**config.mk**
```make
export PLATFORM = sky130hd
export DESIGN_NAME = key_led_ctrl_flat
export DESIGN_NICKNAME = d
export VERILOG_FILES = /design/src/rtl/key_led_ctrl_if.sv /design/src/rtl/key_led_ctrl.sv /design/src/flat_wrapper.sv
export SDC_FILE = /design/constraint.sdc
export NUM_CORES = 1
export LEC_CHECK = 0
export CAP_MARGIN = 20
export CORE_UTILIZATION = 40
export CTS_CLUSTER_DIAMETER = 30
export DETAILED_ROUTE_END_ITERATION = 10
export DONT_BUFFER_PORTS = 1
export PLACE_DENSITY = 0.65
export SLEW_MARGIN = 20
export SYNTH_ARGS = -nofsm -noshare
export SYNTH_HDL_FRONTEND = slang
export SYNTH_SLANG_ARGS = --single-unit
```
**constraint.sdc**
```tcl
create_clock -name clk -period 2.2 [get_ports clk]
set_input_delay 0.11 -clock clk [delete_from_list [all_inputs] [get_ports clk]]
set_output_delay 0.11 -clock clk [all_outputs]
set_load 0.03 [all_outputs]
```
**src/rtl/key_led_ctrl_if.sv**
```systemverilog
// Front-panel key/LED signal bundle: raw keys in, LED drive, press strobes and mode out.
interface key_led_ctrl_if #(
  parameter int unsigned N = 4
);
  logic [N-1:0] key;
  logic [N-1:0] led;
  logic [N-1:0] key_pulse;
  logic [1:0]   mode;

  modport master (output key, input led, input key_pulse, input mode);
  modport slave  (input key, output led, output key_pulse, output mode);
endinterface

```
**src/rtl/key_led_ctrl.sv**
```systemverilog
// Key-to-LED controller: per-key sync + debounce + press strobe, and a mode FSM
// that drives a bar-graph, running-water or all-off LED pattern (all active low).
module key_led_ctrl #(
  parameter int unsigned N        = 4,
  parameter int unsigned DEB_CYC  = 1000000,
  parameter int unsigned STEP_CYC = 25000000
) (
  input  logic           clk,
  input  logic           rst_n,
  key_led_ctrl_if.slave  bus
);

  localparam int unsigned CW = $clog2(DEB_CYC);
  localparam int unsigned SW = $clog2(STEP_CYC);
  localparam int unsigned LW = $clog2(N);

  typedef enum logic [1:0] {
    IDLE = 2'b00,
    BAR  = 2'b01,
    RUN  = 2'b10
  } mode_e;

  logic [N-1:0]  s1_q, s2_q;
  logic [N-1:0]  stab_q, stab_d;
  logic [N-1:0]  stab_dly_q;
  logic [N-1:0]  pulse_q;
  logic [CW-1:0] cnt_q [N];
  logic [CW-1:0] cnt_d [N];

  mode_e         state_q, state_d;
  logic [LW-1:0] level_q, level_d;
  logic [LW-1:0] pos_q, pos_d;
  logic [SW-1:0] step_q, step_d;
  logic [N-1:0]  led_q, led_d;
  logic          hit;
  logic [LW-1:0] win;

  // Key path: two-flop synchroniser, debounced level, its delayed copy and the press strobe.
  always_ff @(posedge clk) begin
    if (!rst_n) begin
      s1_q       <= '1;
      s2_q       <= '1;
      stab_q     <= '1;
      stab_dly_q <= '1;
      pulse_q    <= '0;
      cnt_q      <= '{default: '0};
    end else begin
      s1_q       <= bus.key;
      s2_q       <= s1_q;
      stab_q     <= stab_d;
      stab_dly_q <= stab_q;
      pulse_q    <= stab_dly_q & ~stab_q;
      cnt_q      <= cnt_d;
    end
  end

  // Any sample agreeing with the debounced level restarts that key's stability count.
  always_comb begin
    stab_d = stab_q;
    for (int unsigned i = 0; i < N; i++) begin
      cnt_d[i] = '0;
      if (s2_q[i] != stab_q[i]) begin
        if (cnt_q[i] == CW'(DEB_CYC - 1)) stab_d[i] = s2_q[i];
        else                              cnt_d[i] = cnt_q[i] + 1'b1;
      end
    end
  end

  always_ff @(posedge clk) begin
    if (!rst_n) begin
      state_q <= IDLE;
      level_q <= '0;
      pos_q   <= '0;
      step_q  <= '0;
      led_q   <= '1;
    end else begin
      state_q <= state_d;
      level_q <= level_d;
      pos_q   <= pos_d;
      step_q  <= step_d;
      led_q   <= led_d;
    end
  end

  // Lowest-index strobe wins; a strobe always leaves RUN, so it pre-empts a pending step.
  always_comb begin
    hit     = 1'b0;
    win     = '0;
    state_d = state_q;
    level_d = level_q;
    pos_d   = pos_q;
    step_d  = '0;
    for (int unsigned i = 0; i < N; i++) begin
      if (pulse_q[i] && !hit) begin
        hit = 1'b1;
        win = LW'(i);
      end
    end
    if (hit) begin
      if (win != LW'(N - 1)) begin
        state_d = BAR;
        level_d = win;
      end else if (state_q == RUN) begin
        state_d = IDLE;
      end else begin
        state_d = RUN;
        pos_d   = '0;
      end
    end else if (state_q == RUN) begin
      if (step_q == SW'(STEP_CYC - 1)) pos_d = (pos_q == LW'(N - 1)) ? '0 : pos_q + 1'b1;
      else                             step_d = step_q + 1'b1;
    end
  end

  always_comb begin
    case (state_d)
      BAR:     led_d = ~((N'(2) << level_d) - N'(1));
      RUN:     led_d = ~(N'(1) << pos_d);
      default: led_d = '1;
    endcase
  end

  assign bus.led       = led_q;
  assign bus.key_pulse = pulse_q;
  assign bus.mode      = state_q;

endmodule

```
**src/flat_wrapper.sv**
```systemverilog
// flat-port wrapper written by rule: the top's interface ports become plain ports
module key_led_ctrl_flat 
#(
  parameter int unsigned N        = 4,
  parameter int unsigned DEB_CYC  = 1000000,
  parameter int unsigned STEP_CYC = 25000000
)
  (clk, rst_n, bus_key, bus_led, bus_key_pulse, bus_mode);
  key_led_ctrl_if #(.N(N)) bus_i ();
  input  logic clk;
  input  logic rst_n;
  input wire logic [$bits(bus_i.key)-1:0] bus_key;
  output wire logic [$bits(bus_i.led)-1:0] bus_led;
  output wire logic [$bits(bus_i.key_pulse)-1:0] bus_key_pulse;
  output wire logic [$bits(bus_i.mode)-1:0] bus_mode;
  assign bus_i.key = bus_key;
  assign bus_led = bus_i.led;
  assign bus_key_pulse = bus_i.key_pulse;
  assign bus_mode = bus_i.mode;
  key_led_ctrl #(.N(N), .DEB_CYC(DEB_CYC), .STEP_CYC(STEP_CYC)) u_core (.clk(clk), .rst_n(rst_n), .bus(bus_i));
endmodule
```
Word-level counts from Yosys, hierarchy flattened --
Index checks and enable logic that the tools add are counted. Widths: inputs -> output; s select.
Cells by class: muxes and demuxes 19, shifts and indexed selects 2, bitwise logic cells 10, $add $sub $neg 7, equal/unequal tests 14, reduce and logical (&&, ||, !) cells 15
Operators by type and width (number):
- $add 20x1->20 const B | 4
- $eq 20x20->1 const B | 4
- $mux 2 | 13
- $add 25x1->25 const B | 1
- $eq 25x25->1 const B | 1
- $not 4->4 | 3
- $reduce_or 3->1 | 4
- $pmux 4 s2 | 1
- $reduce_and 2->1 | 4
- $eq 2x2->1 const B | 3
- $not 1->1 | 6
- $mux 1 | 5
- $and 4x4->4 | 1
- $ne 1x1->1 | 4
- $reduce_or 4->1 | 1
- $shl 1x2->4 const A | 1
- $shl 2x2->4 const A | 1
- $sub 4x2->4 const B | 1
- $logic_and 1x1->1 | 3
- $logic_not 1->1 | 3
- $add 2x1->2 const B | 1
- $eq 2x1->1 const B | 1
- $ne 2x2->1 const B | 1
Word-level totals: bits in registers 135, input port bits 6, logic and storage cells 84, output and inout port bits 10

Logic depth before layout (Yosys ltp) --
Gate-level depths: netlist of the first run.
depth in word-level cells 17, gate-level depth with buffers 9, gate-level depth less buffers 9

Least setup slack after synthesis of the first run --
OpenSTA, ideal clock, no wires.
kind flip-flop to flip-flop, from register u_core.pulse_q[1] (netlist: u_core.bus.key_pulse[1]), to register u_core.led_q[3] (netlist: u_core.bus.led[3]), path buffers 0, path slack -0.019 ns, clock period less this slack 2.219 ns, required time 2.118 ns, library setup time 0.082 ns, cell stages (with the launch flop) 9, arrival time 2.137 ns, cells stage by stage dfxtp_1 -> or3_1 -> a21oi_1 -> o21ai_0 -> inv_1 -> ha_1 -> inv_1 -> or4_1 -> o2111ai_1
On the way: elaborated cells on any way between the ends 26, those cells by class add/sub (1); eq/ne (3); shift (2); mux (13); bitwise (2); reduce/logical (5)
RTL lines:
- start: declaration | RTL line key_led_ctrl.sv:26 | logic [N-1:0] pulse_q;
- start signal: assignment | RTL line key_led_ctrl.sv:52 | pulse_q <= stab_dly_q & ~stab_q;
- $logic_and 1x1->1 (*) | RTL line key_led_ctrl.sv:94 | if (pulse_q[i] && !hit) begin
- $mux 1 | RTL line key_led_ctrl.sv:94
- $logic_not 1->1 | RTL line key_led_ctrl.sv:94
- $logic_and 1x1->1 | RTL line key_led_ctrl.sv:94
- $mux 1 | RTL line key_led_ctrl.sv:94
- $logic_not 1->1 | RTL line key_led_ctrl.sv:94
- $logic_and 1x1->1 | RTL line key_led_ctrl.sv:94
- $mux 2 | RTL line key_led_ctrl.sv:94
- $ne 2x2->1 | RTL line key_led_ctrl.sv:100 | if (win != LW'(N - 1)) begin
- $mux 2 | RTL line key_led_ctrl.sv:100
- $mux 2 (*) | RTL line key_led_ctrl.sv:99 | if (hit) begin
- net u_core.state_d[1] | RTL line key_led_ctrl.sv:30 | mode_e state_q, state_d;
- $eq 2x2->1 or $eq 2x1->1 (tied branches) | RTL line key_led_ctrl.sv:116 | case (state_d)
- $pmux 4 s2 (*) | RTL line key_led_ctrl.sv:116
- end signal: assignment | RTL line key_led_ctrl.sv:81 | led_q <= led_d;
- end: declaration | RTL line key_led_ctrl.sv:34 | logic [N-1:0] led_q, led_d;
Mark *: on every way through the listed nets, which the timed path passes. The rest lies on a longest branch. A chain may end at the register's enable or synchronous reset.

Final worst setup path of the first run --
from register u_core.step_q[1], to register u_core.led_q[3] (netlist: u_core.bus.led[3])
On the way: cells in the longest elaborated chain, start to end 7
Ends and longest elaborated chain:
- start: declaration | RTL line key_led_ctrl.sv:33 | logic [SW-1:0] step_q, step_d;
- start signal: assignment | RTL line key_led_ctrl.sv:80 | step_q <= step_d;
- $eq 25x25->1 | RTL line key_led_ctrl.sv:110 | if (step_q == SW'(STEP_CYC - 1)) pos_d = (pos_q == LW'(N - 1)) ? '0 : pos_q + 1'b1;
- $mux 2 | RTL line key_led_ctrl.sv:110
- $mux 2 | RTL line key_led_ctrl.sv:109 | end else if (state_q == RUN) begin
- $mux 2 | RTL line key_led_ctrl.sv:99
- $shl 1x2->4 | RTL line key_led_ctrl.sv:118 | RUN: led_d = ~(N'(1) << pos_d);
- $not 4->4 | RTL line key_led_ctrl.sv:118
- $pmux 4 s2 | RTL line key_led_ctrl.sv:116
Every way passes these cells.

==> results of run 1 <==
Yosys cell counts, types with 2 or more instances:
| cell type | count |
|---|---|
| nand2_1 | 39 |
| mux2i_1 | 4 |
| dfxtp_1 | 135 |
| nor4_2 | 2 |
| nand4_1 | 21 |
| nand3_1 | 38 |
| or3_1 | 2 |
| and4_1 | 8 |
| buf_2 | 2 |
| xnor2_1 | 58 |
| nor3_1 | 14 |
| buf_4 | 3 |
| and2_1 | 10 |
| clkbuf_1 | 12 |
| a21oi_1 | 2 |
| or4_1 | 2 |
| o21ai_0 | 2 |
| nand2b_1 | 14 |
| nand3b_1 | 3 |
| inv_1 | 27 |
| nor4_1 | 19 |
| nor2b_1 | 5 |
| o211ai_1 | 2 |
| ha_1 | 9 |
| nor4b_1 | 7 |
| nor2_1 | 133 |
| xor2_1 | 41 |
| and3_1 | 15 |
| o21a_1 | 2 |
layout make-up:
class,count,area share (%)
clock buffer,23,6.84
clock inverter,9,2.85
inverter,27,1.48
multi-input combinational,471,42.9
sequential,135,39.5
tap,180,3.29
timing repair buffer,23,3.07
worst max-delay path by stage:
stage                                            start                      endpoint  slack, ns  depth (start not counted)
floorplan           u_core.bus.key_pulse[0]$_SDFF_PN0_  u_core.bus.led[3]$_SDFF_PN1_      0.002                          8
global placement    u_core.bus.key_pulse[1]$_SDFF_PN0_  u_core.bus.led[3]$_SDFF_PN1_       0.18                          8
detailed placement  u_core.bus.key_pulse[1]$_SDFF_PN0_  u_core.bus.led[3]$_SDFF_PN1_       0.10                          8
CTS                        u_core.cnt_q[60]$_SDFF_PP0_   u_core.cnt_q[76]$_SDFF_PP0_       0.09                          7
global route               u_core.step_q[1]$_SDFF_PP0_  u_core.bus.led[3]$_SDFF_PN1_     -0.006                          6
finish                     u_core.step_q[1]$_SDFF_PP0_  u_core.bus.led[3]$_SDFF_PN1_       0.15                          6
per-stage QoR:
step	utilization [%]	setup slack, ns	hold slack [ns]	power [mW]
after floorplan	-	0.00166	0.211	2.54
after global placement	43.5	0.176	0.180	2.54
after detailed placement	43.5	0.105	0.184	2.54
after CTS	48.6	0.0881	0.0463	5.73
after global routing	48.7	-0.00645	0.0592	5.85
final	48.7	0.150	0.0587	5.67
power breakdown:
group | switching, mW | internal, mW | total, mW
clock | 0.993 | 2.18 | 3.17
sequential | 0.00427 | 2.46 | 2.46
combinational | 0.0226 | 0.0180 | 0.0406
worst max-delay path: cells and delay by family (launching register included):
family,cells,cell delay [ns]
flops,1,0.38
compound gates,3,0.74
simple gates,2,0.56
fa+ha+maj,1,0.24
cells by family after synthesis:
group	after synthesis	share of synthesized area [%]
AO/OA/AOI/OAI	16	2.15
buffers and inverters	45	3.28
XOR/XNOR	99	14.9
adder cells (fa/ha/maj)	9	1.94
flip-flops	135	46.5
multiplexers	4	0.690
AND/OR/NAND/NOR	343	30.5
state kept, by name, indices dropped and copies added (netlist names):
signal and count:
u_core.cnt_q 80, u_core.step_q 25, u_core.bus.key_pulse 4, u_core.bus.led 4
u_core.s1_q 4, u_core.s2_q 4, u_core.stab_dly_q 4, u_core.stab_q 4
u_core.bus.mode 2, u_core.level_q 2, u_core.pos_q 2
metal layers:
layer  GRT usage (%)  vias up  share of wire, %
li1                -     2243                 -
met1            19.3     2067                48
met2            26.9       50                48
met3            5.02        7               3.1
met4            6.40        0               1.5
met5               0        -                 0
what timing repair did:
item                       4_1_cts  5_1_grt
hold endpoints to repair        27        0
hold buffers                     5        0
setup endpoints to repair        0       24
resized for setup                0        6
buffers inserted                 0        0
==> flow_metrics.env, run 1 <==
export IMPL_skew_ns=0.00780
export IMPL_dr_first_iter_drc_count=289
export IMPL_hpwl_um=7370
export IMPL_viasPerCell=5.03
export IMPL_drive_gt1_share_pct=9.01
export IMPL_r2r_end="u_core.bus.led[3]$_SDFF_PN1_"
export IMPL_antenna_found_initial=0
export IMPL_ys_types=49
export IMPL_drt_first_pass_iters=4
export IMPL_multiInputGateArea_um2=2940
export IMPL_diodes=0
export IMPL_endpoint_kind="flip-flop"
export IMPL_place_area_um2=6100
export IMPL_cts_buffers=17
export IMPL_yosys_warnings=0
export IMPL_maxCapViolCount=0
export IMPL_die_w_um=122
export IMPL_die_h_um=122
export IMPL_final_cell_mix="dfxtp_1, nor2_1, xnor2_1, xor2_1, nand2_1"
export IMPL_min_from="rst_n"
export IMPL_rows=43
export IMPL_finalCritPeriodShare_pct=93.2
export IMPL_design_core_area_um2=14000
export IMPL_clock_path_buffers=2
export IMPL_slew_headroom_pct=41.3
export IMPL_yosys_area_top_type="dfxtp_1"
export IMPL_final_area_um2=6840
export IMPL_synth_ff_type="dfxtp_1"
export IMPL_grt_max_degree=26
export IMPL_synth_edf_count=0
export IMPL_wl_per_cell_um=12.6
export IMPL_synthCells=651
export IMPL_fp_dieArea_um2=15000
export IMPL_grt_pass1_vias=4322
export IMPL_crit_required_ns=2.48
export IMPL_synth_fp_nets=666
export IMPL_hold_viol=0
export IMPL_synth_area_top_cells="dfxtp_1, xnor2_1, nor2_1"
export IMPL_leakage_nw=2.33
export IMPL_nNetsFinal=690
export IMPL_final_max_slew_viol_count=0
export IMPL_cp_start_kind="flip-flop"
export IMPL_final_common_cell="dfxtp_1"
export IMPL_numClockSinks=135
export IMPL_clk_latency_ns=0.41
export IMPL_grt_ovfl_total=0
export IMPL_cpMaxStageDelayCell="or3_1"
export IMPL_tightestPinTransition_ns=0.877
export IMPL_max_stage_delay_ns=0.44
export IMPL_clockRootBuffer="clkbuf_16"
export IMPL_power_density_nw_per_um2=829
export IMPL_io_pins=16
export IMPL_vdd_drop_max_uv=569
export IMPL_synthArstFlopShare_pct=0
export IMPL_status="complete, no violations"
export IMPL_cp_max_fo=4
export IMPL_hold_path_cell_count=3
export IMPL_synth_top_area_share_pct=46.5
export IMPL_drc_errors=0
export IMPL_min_to="u_core.cnt_q[21]$_SDFF_PP0_"
export IMPL_syn_cell_area_um2=5810
export IMPL_cts_tree="done"
export IMPL_nFillCells=1260
export IMPL_tns_ns=0
export IMPL_layout_cells_non_filler=868
export IMPL_fmax_mhz=488
export IMPL_port_buffers=0
export IMPL_h_tree_depth=4
export IMPL_r2r_slack_ns=0.15
export IMPL_clk_pin_slew_ns=0.06
export IMPL_start_util_pct=41.4
export IMPL_arrival_ns=2.33
export IMPL_ant_nets=0
export IMPL_dp_cells=831
export IMPL_timing_rr_start="u_core.step_q[1]$_SDFF_PP0_"
export IMPL_num_vias=4367
export IMPL_globalplace_congestion=0.828
export IMPL_reg2regPathDepth=6
export IMPL_rsz0062_at_grt="yes"
export IMPL_crit_type="flip-flop to flip-flop"
export IMPL_yosysSeqAreaShare_pct=46.5
export IMPL_regArea_um2=2700
export IMPL_min_period_ns=2.05
export IMPL_hold_path_class="input pin to flip-flop"
export IMPL_ys_ff_latch=135
export IMPL_grt_pass1_wl_um=19200
export IMPL_grt_usage_pct=16.1
export IMPL_routed_wl_um=10900
export IMPL_synthToLayoutAreaGrowth_pct=17.8
export IMPL_avgSynthCellArea_um2=8.92
export IMPL_setup_viol=0
export IMPL_path_cells="ha_1 > nand2_1 > or3_1 > o41ai_4 > o21a_1 > o2111ai_1"
(Power assumes the default switching activity.)
==> inputs of run 2 (changes only) <==
--- a/config.mk
+++ b/config.mk
@@ -7,9 +7,11 @@
 export LEC_CHECK = 0
 export CAP_MARGIN = 20
 export CORE_UTILIZATION = 40
+export CTS_BUF_LIST = sky130_fd_sc_hd__clkbuf_4 sky130_fd_sc_hd__clkbuf_8 sky130_fd_sc_hd__clkbuf_16
 export CTS_CLUSTER_DIAMETER = 30
 export DETAILED_ROUTE_END_ITERATION = 10
 export DONT_BUFFER_PORTS = 1
+export GPL_TIMING_DRIVEN = 1
 export PLACE_DENSITY = 0.65
 export SLEW_MARGIN = 20
 export SYNTH_ARGS = -nofsm -noshare
==> flow_metrics.env, run 2 (synthesis results as in run 1) <==
export IMPL_rows=43
export IMPL_endpoint="u_core.bus.led[3]$_SDFF_PN1_"
export IMPL_rsz0062_at_grt="yes"
export IMPL_endpoint_kind="flip-flop"
export IMPL_start_util_pct=41.4
export IMPL_grt_max_degree=26
export IMPL_viasPerCell=5.06
export IMPL_hold_ws_ns=0.0653
export IMPL_clockPowerShare_pct=56.3
export IMPL_p_int_mw=4.70
export IMPL_switchingPower_mw=1.02
export IMPL_die_h_um=122
export IMPL_setup_viol=0
export IMPL_cts_buffers=17
export IMPL_drc_errors=0
export IMPL_skew_ns=0.00624
export IMPL_nFillCells=1257
export IMPL_antenna_found_initial=0
export IMPL_clock_path_buffers=2
export IMPL_final_max_slew_viol_count=0
export IMPL_crit_type="flip-flop to flip-flop"
export IMPL_status="complete, no violations"
export IMPL_finalCritPeriodShare_pct=93.7
export IMPL_largest_register_ffs=80
export IMPL_pwr_share_comb_pct=0.7
export IMPL_place_area_um2=6100
export IMPL_h_tree_depth=4
export IMPL_maxCapViolCount=0
export IMPL_seqPwrFrac_pct=43.0
export IMPL_grt_pass1_vias=4335
export IMPL_top_register="u_core.cnt_q"
export IMPL_drt_first_pass_iters=4
export IMPL_hpwl_um=7370
export IMPL_diodes=0
export IMPL_fp_dieArea_um2=15000
export IMPL_arrival_ns=2.38
export IMPL_clk_pin_slew_ns=0.05
export IMPL_clk_latency_ns=0.41
export IMPL_synthToLayoutAreaGrowth_pct=18.1
export IMPL_r2r_slack_ns=0.14
export IMPL_final_area_um2=6860
export IMPL_reg_top3="u_core.cnt_q: 80 flops, u_core.step_q: 25 flops"
export IMPL_post_cts_buffers=0
export IMPL_drive_gt1_share_pct=9.59
export IMPL_die_w_um=122
export IMPL_hold_viol=0
export IMPL_min_period_ns=2.06
export IMPL_grt_usage_pct=16.1
export IMPL_grt_pass1_wl_um=19200
export IMPL_wl_per_cell_um=12.6
export IMPL_timing_rr_start="u_core.bus.key_pulse[1]$_SDFF_PN0_"
export IMPL_crit_path_start="u_core.bus.key_pulse[1]$_SDFF_PN0_"
export IMPL_cp_start_kind="flip-flop"
export IMPL_clockRootBuffer="clkbuf_16"
export IMPL_leakage_nw=2.34
export IMPL_tightestPinTransition_ns=0.868
export IMPL_crit_required_ns=2.52
export IMPL_vdd_drop_max_uv=569
export IMPL_num_vias=4389
export IMPL_globalplace_congestion=0.828
export IMPL_slew_headroom_pct=41.9
export IMPL_hold_path_class="input pin to flip-flop"
export IMPL_design_core_area_um2=14000
export IMPL_ant_nets=0
export IMPL_reg2regPathDepth=8
export IMPL_r2r_end="u_core.bus.led[3]$_SDFF_PN1_"
export IMPL_routed_wl_um=10900
export IMPL_fmax_mhz=485
export IMPL_grt_ovfl_total=0
export IMPL_io_pins=16
export IMPL_switching_share_pct=17.8
export IMPL_port_buffers=0
export IMPL_cp_max_fo=4
export IMPL_dr_first_iter_drc_count=256
export IMPL_numClockSinks=135
export IMPL_nNetsFinal=690
export IMPL_power_density_nw_per_um2=834
export IMPL_final_common_cell="dfxtp_1"
export IMPL_cts_tree="done"
export IMPL_final_cell_mix="dfxtp_1, nor2_1, xnor2_1, xor2_1, nand2_1"
## run 2: what timing repair did
item                                    CTS  global route
resized for setup                         0             5
endpoints found under the setup margin    0             5
endpoints found under the hold margin    27             0
hold buffers                              5             0
## run 2: power by group through the flow
stage	clock, mW	combinational, mW	sequential [mW]
finish	3.22	0.0405	2.46
global route	3.40	0.0461	2.46
CTS	3.28	0.0410	2.46
detailed placement	0	0.0277	2.51
global placement	0	0.0266	2.51
floorplan	0	0.0271	2.51
## run 2: final cells by class
class / instances / area (um^2) / share of cell area [%]
clock buffer: 23 / 483 / 7.04
timing repair buffer: 23 / 210 / 3.07
inverter: 27 / 101 / 1.48
clock inverter: 9 / 195 / 2.85
sequential: 135 / 2700 / 39.4
tap: 180 / 225 / 3.28
multi-input combinational: 471 / 2940 / 42.8
## run 2: through the flow
stage          TNS [ns]  total power [mW]  util [%]  instances  setup slack (ns)
4_1_cts               0              5.78      48.7        868            0.0904
5_1_grt        -0.00680              5.90      48.8        868          -0.00680
3_3_place_gp          0              2.54      43.5        831             0.176
6_report              0              5.72      48.8        868             0.140
3_5_place_dp          0              2.54      43.5        831             0.105
2_1_floorplan         0              2.54         -        651           0.00166
## run 2: worst min path at each step
stage                     startpoint                       endpoint  slack, ns  cells after the start
after floorplan           bus_key[0]      u_core.s1_q[0]$_SDFF_PN1_       0.21                      1
after global placement         rst_n  u_core.stab_q[2]$_SDFFE_PN1P_       0.18                      1
after detailed placement       rst_n  u_core.stab_q[2]$_SDFFE_PN1P_       0.18                      1
after CTS                      rst_n    u_core.cnt_q[21]$_SDFF_PP0_       0.05                      3
after global routing           rst_n    u_core.cnt_q[21]$_SDFF_PP0_       0.06                      3
final                          rst_n    u_core.cnt_q[21]$_SDFF_PP0_       0.07                      3
## run 2: routing by layer
layer | up-vias | global-route usage, % | wire length [um]
met4 | 0 | 6.40 | 193
met5 | - | 0 | 0
met1 | 2075 | 19.1 | 5100
met2 | 63 | 26.9 | 5230
met3 | 11 | 5.02 | 408
li1 | 2240 | - | -
## run 2: critical path: stages (launching register included)
cell and delay, ns:
dfxtp_2 0.31, or3_1 0.41, a21oi_2 0.13, o21ai_0 0.12, inv_1 0.09, ha_2 0.21
inv_1 0.07, or4_1 0.54, o2111ai_1 0.09
